<file path="src/rtl/otter_io_pkg.sv">
// Shared address map and register bit positions for the OTTER I/O responder.
package otter_io_pkg;

  // Memory-mapped register addresses (exact 32-bit match).
  localparam logic [31:0] ADDR_SW     = 32'h1100_0000;
  localparam logic [31:0] ADDR_LEDS   = 32'h1100_0020;
  localparam logic [31:0] ADDR_SSEG   = 32'h1100_0040;
  localparam logic [31:0] ADDR_CTRL   = 32'h1100_0060;
  localparam logic [31:0] ADDR_TC     = 32'h1100_0080;
  localparam logic [31:0] ADDR_STATUS = 32'h1100_00A0;

  // CTRL register bit positions.
  localparam int CTRL_TIMER_EN = 0;
  localparam int CTRL_TIMER_IE = 1;
  localparam int CTRL_BTN_IE   = 2;

  // STATUS register bit positions (write-one-to-clear).
  localparam int STAT_TIMER_PEND = 0;
  localparam int STAT_BTN_PEND   = 1;

endpackage

</file>
<file path="src/rtl/debounce_one_shot.sv">
// Button conditioning: 2-flop synchronizer, counting debouncer and a
// single-cycle pulse when the accepted level rises.
module debounce_one_shot #(
  parameter int DEBOUNCE_CYCLES = 16
) (
  input  logic clk,
  input  logic RST,
  input  logic btn,
  output logic rise
);

  localparam int CW = (DEBOUNCE_CYCLES > 1) ? $clog2(DEBOUNCE_CYCLES) : 1;
  localparam logic [CW-1:0] LAST = CW'(DEBOUNCE_CYCLES - 1);

  logic          sync_meta;
  logic          sample;
  logic          level;
  logic [CW-1:0] count;

  // Bring the asynchronous button into the clock domain.
  always_ff @(posedge clk) begin
    if (RST) begin
      sync_meta <= 1'b0;
      sample    <= 1'b0;
    end else begin
      sync_meta <= btn;
      sample    <= sync_meta;
    end
  end

  // Accept a new level only after enough consecutive differing samples;
  // a sample matching the accepted level restarts the run.
  always_ff @(posedge clk) begin
    if (RST) begin
      level <= 1'b0;
      count <= '0;
      rise  <= 1'b0;
    end else begin
      rise <= 1'b0;
      if (sample == level) begin
        count <= '0;
      end else if (count == LAST) begin
        level <= sample;
        count <= '0;
        rise  <= sample;
      end else begin
        count <= count + 1'b1;
      end
    end
  end

endmodule

</file>
<file path="src/rtl/otter_io_responder.sv">
// Memory-mapped I/O block for the OTTER MCU: switches, LEDs, seven-segment
// value, interval timer and debounced button, with a registered interrupt.
module otter_io_responder
  import otter_io_pkg::*;
#(
  parameter int DEBOUNCE_CYCLES = 16,
  parameter int TIMER_W         = 32
) (
  input  logic        clk,
  input  logic        RST,
  input  logic [31:0] iobus_addr,
  input  logic [31:0] iobus_out,
  input  logic        iobus_wr,
  output logic [31:0] iobus_in,
  input  logic [15:0] switches,
  input  logic        btn,
  output logic [15:0] leds,
  output logic [15:0] sseg,
  output logic        intr
);

  logic [15:0]        sw_meta;
  logic [15:0]        sw_sync;
  logic [2:0]         ctrl;
  logic [TIMER_W-1:0] tc;
  logic [TIMER_W-1:0] count;
  logic               timer_pend;
  logic               btn_pend;
  logic               btn_rise;

  logic wr_leds, wr_sseg, wr_ctrl, wr_tc, wr_status;
  logic timer_run, timer_expire;
  logic clr_timer, clr_btn;

  debounce_one_shot #(
    .DEBOUNCE_CYCLES(DEBOUNCE_CYCLES)
  ) u_btn (
    .clk (clk),
    .RST (RST),
    .btn (btn),
    .rise(btn_rise)
  );

  // Write strobes per register plus timer run/expiry conditions.
  always_comb begin
    wr_leds      = iobus_wr && (iobus_addr == ADDR_LEDS);
    wr_sseg      = iobus_wr && (iobus_addr == ADDR_SSEG);
    wr_ctrl      = iobus_wr && (iobus_addr == ADDR_CTRL);
    wr_tc        = iobus_wr && (iobus_addr == ADDR_TC);
    wr_status    = iobus_wr && (iobus_addr == ADDR_STATUS);
    clr_timer    = wr_status && iobus_out[STAT_TIMER_PEND];
    clr_btn      = wr_status && iobus_out[STAT_BTN_PEND];
    timer_run    = ctrl[CTRL_TIMER_EN] && (tc != '0);
    timer_expire = timer_run && (count == tc - TIMER_W'(1));
  end

  // Two-flop synchronizer for the board switches.
  always_ff @(posedge clk) begin
    if (RST) begin
      sw_meta <= '0;
      sw_sync <= '0;
    end else begin
      sw_meta <= switches;
      sw_sync <= sw_meta;
    end
  end

  // Software-writable registers; only the implemented bits are kept.
  always_ff @(posedge clk) begin
    if (RST) begin
      leds <= '0;
      sseg <= '0;
      ctrl <= '0;
      tc   <= '0;
    end else begin
      if (wr_leds) leds <= iobus_out[15:0];
      if (wr_sseg) sseg <= iobus_out[15:0];
      if (wr_ctrl) ctrl <= iobus_out[2:0];
      if (wr_tc)   tc   <= TIMER_W'(iobus_out);
    end
  end

  // Interval counter: wraps after TC cycles, holds when disabled or TC is 0,
  // and restarts from zero whenever TC is rewritten.
  always_ff @(posedge clk) begin
    if (RST) begin
      count <= '0;
    end else if (wr_tc) begin
      count <= '0;
    end else if (timer_expire) begin
      count <= '0;
    end else if (timer_run) begin
      count <= count + TIMER_W'(1);
    end
  end

  // Pending flags: a set event in the same cycle as a clear keeps the flag.
  always_ff @(posedge clk) begin
    if (RST) begin
      timer_pend <= 1'b0;
      btn_pend   <= 1'b0;
    end else begin
      timer_pend <= timer_expire | (timer_pend & ~clr_timer);
      btn_pend   <= btn_rise     | (btn_pend   & ~clr_btn);
    end
  end

  // Registered interrupt request from enabled pending flags.
  always_ff @(posedge clk) begin
    if (RST) begin
      intr <= 1'b0;
    end else begin
      intr <= (timer_pend & ctrl[CTRL_TIMER_IE]) | (btn_pend & ctrl[CTRL_BTN_IE]);
    end
  end

  // Zero-latency read mux; unmapped addresses return zero.
  always_comb begin
    iobus_in = '0;
    case (iobus_addr)
      ADDR_SW:     iobus_in = {16'h0000, sw_sync};
      ADDR_LEDS:   iobus_in = {16'h0000, leds};
      ADDR_SSEG:   iobus_in = {16'h0000, sseg};
      ADDR_CTRL:   iobus_in = {29'd0, ctrl};
      ADDR_TC:     iobus_in = 32'(tc);
      ADDR_STATUS: iobus_in = {30'd0, btn_pend, timer_pend};
      default:     iobus_in = '0;
    endcase
  end

endmodule

</file>
<file path="config.mk">
export PLATFORM = sky130hd
export DESIGN_NAME = otter_io_responder
export DESIGN_NICKNAME = d
export VERILOG_FILES = /design/src/rtl/otter_io_pkg.sv /design/src/rtl/debounce_one_shot.sv /design/src/rtl/otter_io_responder.sv
export SDC_FILE = /design/constraint.sdc
export NUM_CORES = 1
export LEC_CHECK = 0
export CAP_MARGIN = 20
export CORE_MARGIN = 5
export CORE_UTILIZATION = 45
export DETAILED_ROUTE_END_ITERATION = 10
export PLACE_DENSITY_LB_ADDON = 0.3
export SLEW_MARGIN = 20
export SYNTH_ARGS = -nofsm -noshare
export SYNTH_HDL_FRONTEND = slang
export SYNTH_SLANG_ARGS = --single-unit
</file>
<file path="constraint.sdc">
create_clock -name clk -period 4.12 [get_ports clk]
set_input_delay 0.824 -clock clk [delete_from_list [all_inputs] [get_ports clk]]
set_output_delay 0.824 -clock clk [all_outputs]
set_load 0.01 [all_outputs]
</file>
======== After elaboration in Yosys (flattened, before gate mapping) ========
Cells that the tools add are included.
storage, ports and cells
  flip-flop bits (word level) ............. 142
  latch bits .............................. 0
  RAM bits ................................ 0
  memory bits (read-only) ................. 0
  input port bits ......................... 84
  output and inout bits ................... 65
  word-level logic and storage cells ...... 53
  memories ................................ 0
cells by class
  add/subtract/negate cells ............... 3
  $mul .................................... 0
  div/mod/pow operators ................... 0
  order comparisons ....................... 0
  equality and inequality tests ........... 9
  shift-type cells ........................ 0
  muxes and demuxes ....................... 1
  bitwise operators ....................... 11
  reductions and logical operators ........ 14
operators by type and width
  operator                 number
  $eq A32 B29 Y1 const B   6
  $pmux W32 S6             1
  $add A32 B1 Y32 const B  1
  $eq A32 B32 Y1           1
  $reduce_bool A32 Y1      1
  $sub A32 B1 Y32 const B  1
  $logic_and A1 B1 Y1      9
  $reduce_or A3 Y1         3
  $add A4 B1 Y4 const B    1
  $and A1 B1 Y1            4
  $eq A4 B4 Y1 const B     1
  $not A1 Y1               4
  $or A1 B1 Y1             3
  $reduce_and A2 Y1        1
  $eq A1 B1 Y1             1

======== Longest topological paths before layout ========
Gate-level depths: netlist (run 1).
  depth after elaboration ................. 6
  mapped depth ............................ 11
  mapped depth without buffers ............ 9

======== Modules after synthesis ========
A second synthesis (run 1) with hierarchy kept.
second synthesis, totals
  cell total of the unflattened synthesis .. 817
  area, all modules ....................... 6940.4 um^2
by module, submodules not included
  module              instances  cells an instance  area an instance (um^2)  seq. area each (um^2)
  otter_io_responder  1          792                6658.9                   2682.6
  debounce_one_shot   1          25                 281.5                    160.2

======== Least setup slack after synthesis (run 1) ========
No wires, ideal clock.
  path type ............................... input -> output
  from .................................... input iobus_addr[4]
  to ...................................... output iobus_in[10]
  arrival ................................. 3.076 ns
  required time ........................... 3.296 ns
  path slack .............................. 0.220 ns
  stages on the path ...................... 6
  buffers on the path ..................... 1
  cell sequence ........................... or4_1 > or3b_2 > or4_1 > nor2_1 > clkbuf_1 > a221o_1
between the ends
  longest elaborated chain between the ends .. 2
  elaborated cells on any way between the ends .. 7
  classes of those cells .................. 6 x eq/ne; 1 x mux
ends and longest elaborated chain
  element         line                       RTL
  from (decl)     otter_io_responder.sv:11   input logic [31:0] iobus_addr,
  $eq A32 B29 Y1  otter_io_responder.sv:120  case (iobus_addr)
  $pmux W32 S6 *  otter_io_responder.sv:120
  to (decl)       otter_io_responder.sv:14   output logic [31:0] iobus_in,
Every way passes the cells marked *; elsewhere a longest branch is shown, timed or not.

======== Worst setup path in the final report (run 1) ========
  from .................................... input iobus_addr[0]
  to ...................................... output iobus_in[15]
The elaborated chain is that of the path after synthesis.

==> results of run 1 <==
==> synthesized netlist by cell type, drive strengths merged (5+ instances only) <==
cell type  instances
a221o             16
buf               11
clkbuf            52
and4               5
inv               14
o22ai              5
and2              20
nand4             15
nor4              58
dfxtp            142
o21ai             35
nand2            127
nand3             15
nor2b             35
and3              11
mux2i             23
xnor2             52
or3                5
nor3              27
or4               13
a21oi             72
nor4b              9
xor2              19
nor2              49
==> layer usage <==
metal  share of wire, %  track usage (%)
met5                  0                0
met4                1.6             7.76
met3                6.4             5.18
met2                 47             36.8
met1                 45             31.3
==> state kept, by name, summed over array words and instances (netlist names), 3 cells and up <==
| signal | count |
|---|---|
| sseg | 16 |
| sw_meta | 16 |
| tc | 32 |
| u_btn.count | 4 |
| leds | 16 |
| sw_sync | 16 |
| count | 32 |
| ctrl | 3 |
==> how the worst max path moves through the flow <==
| stage | startpoint | slack [ns] | end | cells past startpoint |
|---|---|---|---|---|
| 2_1_floorplan | iobus_addr[4] | 0.22 | iobus_in[10] | 6 |
| 3_3_place_gp | iobus_addr[4] | -0.43 | iobus_in[2] | 9 |
| 3_5_place_dp | iobus_addr[4] | -0.43 | iobus_in[2] | 9 |
| 4_1_cts | iobus_addr[4] | -0.01 | iobus_in[15] | 9 |
| 5_1_grt | iobus_addr[17] | -0.08 | iobus_in[25] | 10 |
| 6_report | iobus_addr[0] | 0.08 | iobus_in[15] | 9 |
==> worst register-to-register path, delay by kind of cell (launching register included) <==
kind	cells	cell delay, ns
adders and majority gates	1	0.24
buffers and inverters	2	0.33
and+or+nand+nor	5	1.77
DFF	1	0.40
AOI/OAI and AO/OA	2	0.67
==> power by group <==
group | leakage, nW | total, W | internal (W) | switching [W]
combinational | 2.30 | 0.000148 | 0.0000874 | 0.0000609
sequential | 1.15 | 0.00139 | 0.00139 | 0.00000416
clock | 0.281 | 0.00150 | 0.000828 | 0.000670
total | 3.74 | 0.00304 | 0.00230 | 0.000735
==> what timing repair did <==
item | 4_1_cts | 5_1_grt
setup buffers | 2 | 0
resized for setup | 77 | 23
pin swaps | 2 | 5
endpoints found under the setup margin | 16 | 32
cloned | 1 | 1
==> area by class of cell <==
type	count	area (µm²)	area share, %
clock inverter	13	120	1.25
inverter	14	52.6	0.549
multi-input combinational	656	4120	43.0
clock buffer	19	453	4.73
sequential	142	2840	29.7
timing repair buffer	177	1730	18.0
tap	216	270	2.82
==> through the flow <==
stage,std cells,total power (W),area [µm²]
after global placement,1201,0.00157,8940
after CTS,1236,0.00305,9500
final,1237,0.00304,9580
after detailed placement,1201,0.00157,8940
after global routing,1237,0.00312,9580
after floorplan,877,0.00147,7260
==> logic make-up after synthesis <==
| family | share of synthesized area, % |
|---|---|
| compound gates | 13.3 |
| xor+xnor | 8.56 |
| fa+ha+maj | 0.517 |
| buf+inv | 5.15 |
| flops | 39.1 |
| mux | 3.17 |
| simple gates | 30.2 |
==> flow_summary.yaml, run 1 <==
clock_tree:
  ctsHoldBuffers: 0
  clock_sinks: 142
  root_buffer: "clkbuf_16"
  insertion_delay_ns: 0.43
  cts_made_buffers: 17
  h-tree-depth: 4
  clk_pin_slew_ns: 0.07
  cts_tree: "yes"
  cts_buffer_depth: 2
placed_design:
  dpl_worst_slack_ns: -0.433
  gp_congestion: 0.888
  dp_hpwl_um: 15100
  io_buffers: 148
floorplan:
  die_h_um: 137
  start_util_pct: 45.7
  core-area_um2: 15900
  die_w_um: 137
  die_area_um2: 18800
  ioPinCount: 149
  rows: 46
routing:
  routed_wl_um: 22000
  post_drt_via_cell_ratio: 5.67
  num_vias: 7009
  wl_per_cell_um: 17.8
  drc: 0
  dr.pass1.iters: 5
  drtIter0Drc: 668
  antenna_left: 0
timing:
  setup_viol_count_final: 0
  setup_tns_ns: 0
  slew_headroom_pct: 50.6
  drv_slew: 0
  fin_crit_sh_pct: 98.1
  fin_skew_ns: 0.0151
  fmax_mhz: 248
  final.setup.worst_slack_ns: 0.0797
  period_minus_slack_ns: 4.04
  hold_violations: 0
  worstMarginPinSlew_ns: 0.734
  whs_ns: 0.434
critical_path:
  required_ns: 3.30
  cp_top_family: "simple AND/OR/NAND/NOR gates"
  critical_path_class: "in2out"
  path_cells: "clkdlybuf4s50_1, or4_4, or3b_4, or4_4, nor2_4, buf_6, buf_6, a221o_1, buf_2"
  r2r-start: "tc[0]"
  startpoint_type: "input pin"
  rrSetupSlack_ns: 0.57
  cp_max_fo: 5
  reg2reg_to: "count[31]"
  ff2ff_path_depth: 10
  max_stage_delay_ns: 0.49
  worst_setup_path_end_kind: "output pin"
  path_buf_inv: 4
  worst-endpoint-arrival_ns: 3.22
  critPathSlowestCell: "or4_4"
synthesis:
  synth_top_flop_cell: "dfxtp_1"
  ys_warn_count: 0
  synth_edf_count: 0
  yosys.area.top_type: "dfxtp_1"
  synth_area_per_cell_um2: 8.28
  synthArstFlopShare_pct: 0
  ys_seq_elements: 142
  yosys-top-cells-area: "dfxtp_1 (39%), nand2_1 (6.6%), xnor2_1 (6.3%)"
  ys_seq_area_share_pct: 39.1
  synth_nets: 964
  netlist_instances: 877
  synth_top_area_share_pct: 39.1
  ys_types: 68
  syn_area_um2: 7260
grt:
  track_usage_pct: 23.2
  grt_max_degree: 59
  grt_pass1_wl_um: 34700
  gr-total-overflow: 0
  grt_pass1_vias: 6634
  antenna_found_initial: 0
hold_path:
  hold_path_class: "reg2reg"
  worstHoldPathCells: 1
  holdPathEnd: "sw_sync[5]"
  min_from: "sw_meta[5]"
power:
  p_leak_nw: 3.74
  max-vdd-ir-drop_uv: 294
  power_density_nw_per_um2: 317
status:
  run_status: "complete, no violations"
finish:
  fillers: 1428
  drive_gt1_share_pct: 11.2
  final_cell_mix: "dfxtp_1 (142), nand2_1 (127), clkdlybuf4s50_1 (115)"
  diodes: 0
  syn_to_final_growth_pct: 31.9
  fin_util_pct: 60.3
  nets: 1095
  final_common_cell: "dfxtp_1"
flow_run:
  cap_violations: 0
Power figures use the tool's default switching activity.
==> run 2: changes to the inputs <==
--- a/config.mk
+++ b/config.mk
@@ -10,7 +10,6 @@
 export CORE_UTILIZATION = 45
 export DETAILED_ROUTE_END_ITERATION = 10
 export PLACE_DENSITY_LB_ADDON = 0.3
-export SLEW_MARGIN = 20
 export SYNTH_ARGS = -nofsm -noshare
 export SYNTH_HDL_FRONTEND = slang
 export SYNTH_SLANG_ARGS = --single-unit
==> results of run 2 <==
The final DEF is identical to that of run 1; final timing and power are the same.
==> run 3: changes to the inputs <==
--- a/config.mk
+++ b/config.mk
@@ -6,8 +6,10 @@
 export NUM_CORES = 1
 export LEC_CHECK = 0
 export CAP_MARGIN = 20
+export CELL_PAD_IN_SITES_DETAIL_PLACEMENT = 0
+export CELL_PAD_IN_SITES_GLOBAL_PLACEMENT = 1
 export CORE_MARGIN = 5
-export CORE_UTILIZATION = 45
+export CORE_UTILIZATION = 38
 export DETAILED_ROUTE_END_ITERATION = 10
 export PLACE_DENSITY_LB_ADDON = 0.3
 export SYNTH_ARGS = -nofsm -noshare
==> flow_summary.yaml, run 3 (same netlist as run 1, synthesis figures left out) <==
floorplan:
  core-area_um2: 18800
  start_util_pct: 38.7
  die_h_um: 148
  die_w_um: 148
  rows: 50
  die_area_um2: 22000
  ioPinCount: 149
power:
  power_density_nw_per_um2: 318
  p_leak_nw: 3.80
  max-vdd-ir-drop_uv: 250
timing:
  setup_tns_ns: 0
  worstMarginPinSlew_ns: 0.809
  drv_slew: 0
  fmax_mhz: 249
  setup_viol_count_final: 0
  slew_headroom_pct: 46.1
  final.setup.worst_slack_ns: 0.108
  hold_violations: 0
  fin_crit_sh_pct: 97.4
  fin_skew_ns: 0.0101
  period_minus_slack_ns: 4.01
critical_path:
  reg2reg_to: "count[8]"
  path_cells: "clkdlybuf4s50_1, nor4_2, nand4_1, buf_4, nor3_2, nand2_1, buf_4, buf_4, nor3_1, clkdlybuf4s50_1"
  path_buf_inv: 5
  cp_top_family: "buffers and inverters"
  required_ns: 3.30
  cp_common_cell: "buf_4"
  critical_path_class: "in2out"
  max_stage_delay_ns: 0.59
  worst_setup_path_end_kind: "output pin"
  worst-endpoint-arrival_ns: 3.19
  critPathSlowestCell: "clkdlybuf4s50_1"
  r2r-start: "tc[1]"
  crit_start: "iobus_addr[12]"
  cp_max_fo: 15
  ff2ff_path_depth: 10
  rrSetupSlack_ns: 0.50
  startpoint_type: "input pin"
hold_path:
  worstHoldPathCells: 1
  holdPathEnd: "sw_sync[0]"
  min_from: "sw_meta[0]"
  hold_path_class: "reg2reg"
routing:
  wl_met1_um: 10800
  dr_wl_met3_um: 1160
  drtIter0Drc: 401
  top_layer: "met4"
  antenna_left: 0
  dr.pass1.iters: 5
  routed_wl_um: 23100
  drc: 0
  wl_per_cell_um: 18.3
  post_drt_via_cell_ratio: 5.51
  num_vias: 6953
  wl_met2_um: 10700
placed_design:
  io_buffers: 148
  dpl_worst_slack_ns: -0.483
  gp_congestion: 0.832
  dp_hpwl_um: 16000
clock_tree:
  h-tree-depth: 4
  cts_tree: "yes"
  clock_sinks: 142
  clk_pin_slew_ns: 0.07
  cts_buffer_depth: 2
  insertion_delay_ns: 0.44
  root_buffer: "clkbuf_16"
  ctsHoldBuffers: 0
  cts_made_buffers: 17
grt:
  gr-total-overflow: 0
  grt_pass1_vias: 6732
  antenna_found_initial: 0
  track_usage_pct: 20.8
  grt_pass1_wl_um: 36500
  grt_max_degree: 79
finish:
  diodes: 0
  syn_to_final_growth_pct: 34.5
  nets: 1102
  fin_util_pct: 52.0
  top_regs: "count (32), tc (32)"
  final_common_cell: "dfxtp_1"
  drive_gt1_share_pct: 11.7
  final_cell_mix: "dfxtp_1 (142), nand2_1 (127), clkdlybuf4s50_1 (112)"
flow_run:
  cap_violations: 0
status:
  run_status: "complete, no violations"
## run 3: worst register-to-register path: stages, from the launching register on
cell      delay (ns)
dfxtp_1         0.39
inv_1           0.09
ha_1            0.25
nor4b_2         0.62
nand2_1         0.31
o311ai_0        0.56
o22ai_1         0.15
or4_4           0.46
nor4_4          0.32
buf_12          0.24
nor4_1          0.09
## run 3: final cells by class
type                    count  area [µm²]
repair buffers            184        1840
well taps                 234         293
inverters                  14        52.6
flip-flops and latches    142        2840
clock inverters            15         195
multi-input cells         656        4120
clock buffers              17         425
fillers                  1782        9000
## run 3: layer usage
layer  GRT usage, %  up-vias
met2           32.9      181
met5              0        -
li1               -     3404
met4           6.28        0
met1           28.6     3342
met3           4.60       26
## run 3: timing repair
action | in CTS | in global routing
endpoints found under the setup margin | 31 | 24
buffers inserted | 4 | 3
cloned | 1 | 0
gates resized for setup | 76 | 19
pin swaps | 6 | 7
## run 3: power breakdown
group / internal (W) / leakage (nW) / switching [W]
clock: 0.000826 / 0.296 / 0.000735
combinational: 0.0000877 / 2.35 / 0.0000618
sequential: 0.00139 / 1.15 / 0.00000391
total: 0.00230 / 3.80 / 0.000801
## run 3: per-stage QoR
step | instance area (µm²) | power [W] | hold slack (ns) | cells
2_1_floorplan | 7260 | 0.00147 | 0.413 | 877
3_3_place_gp | 9010 | 0.00157 | 0.415 | 1222
3_5_place_dp | 9010 | 0.00157 | 0.421 | 1222
4_1_cts | 9690 | 0.00314 | 0.437 | 1259
5_1_grt | 9770 | 0.00320 | 0.451 | 1262
6_report | 9770 | 0.00310 | 0.435 | 1262
## run 3: worst max path at each step
| stage | cells past startpoint | end |
|---|---|---|
| after floorplan | 6 | iobus_in[10] |
| after global routing | 10 | iobus_in[28] |
| after CTS | 11 | iobus_in[27] |
| final | 10 | iobus_in[28] |
| after detailed placement | 9 | iobus_in[2] |
| after global placement | 9 | iobus_in[2] |
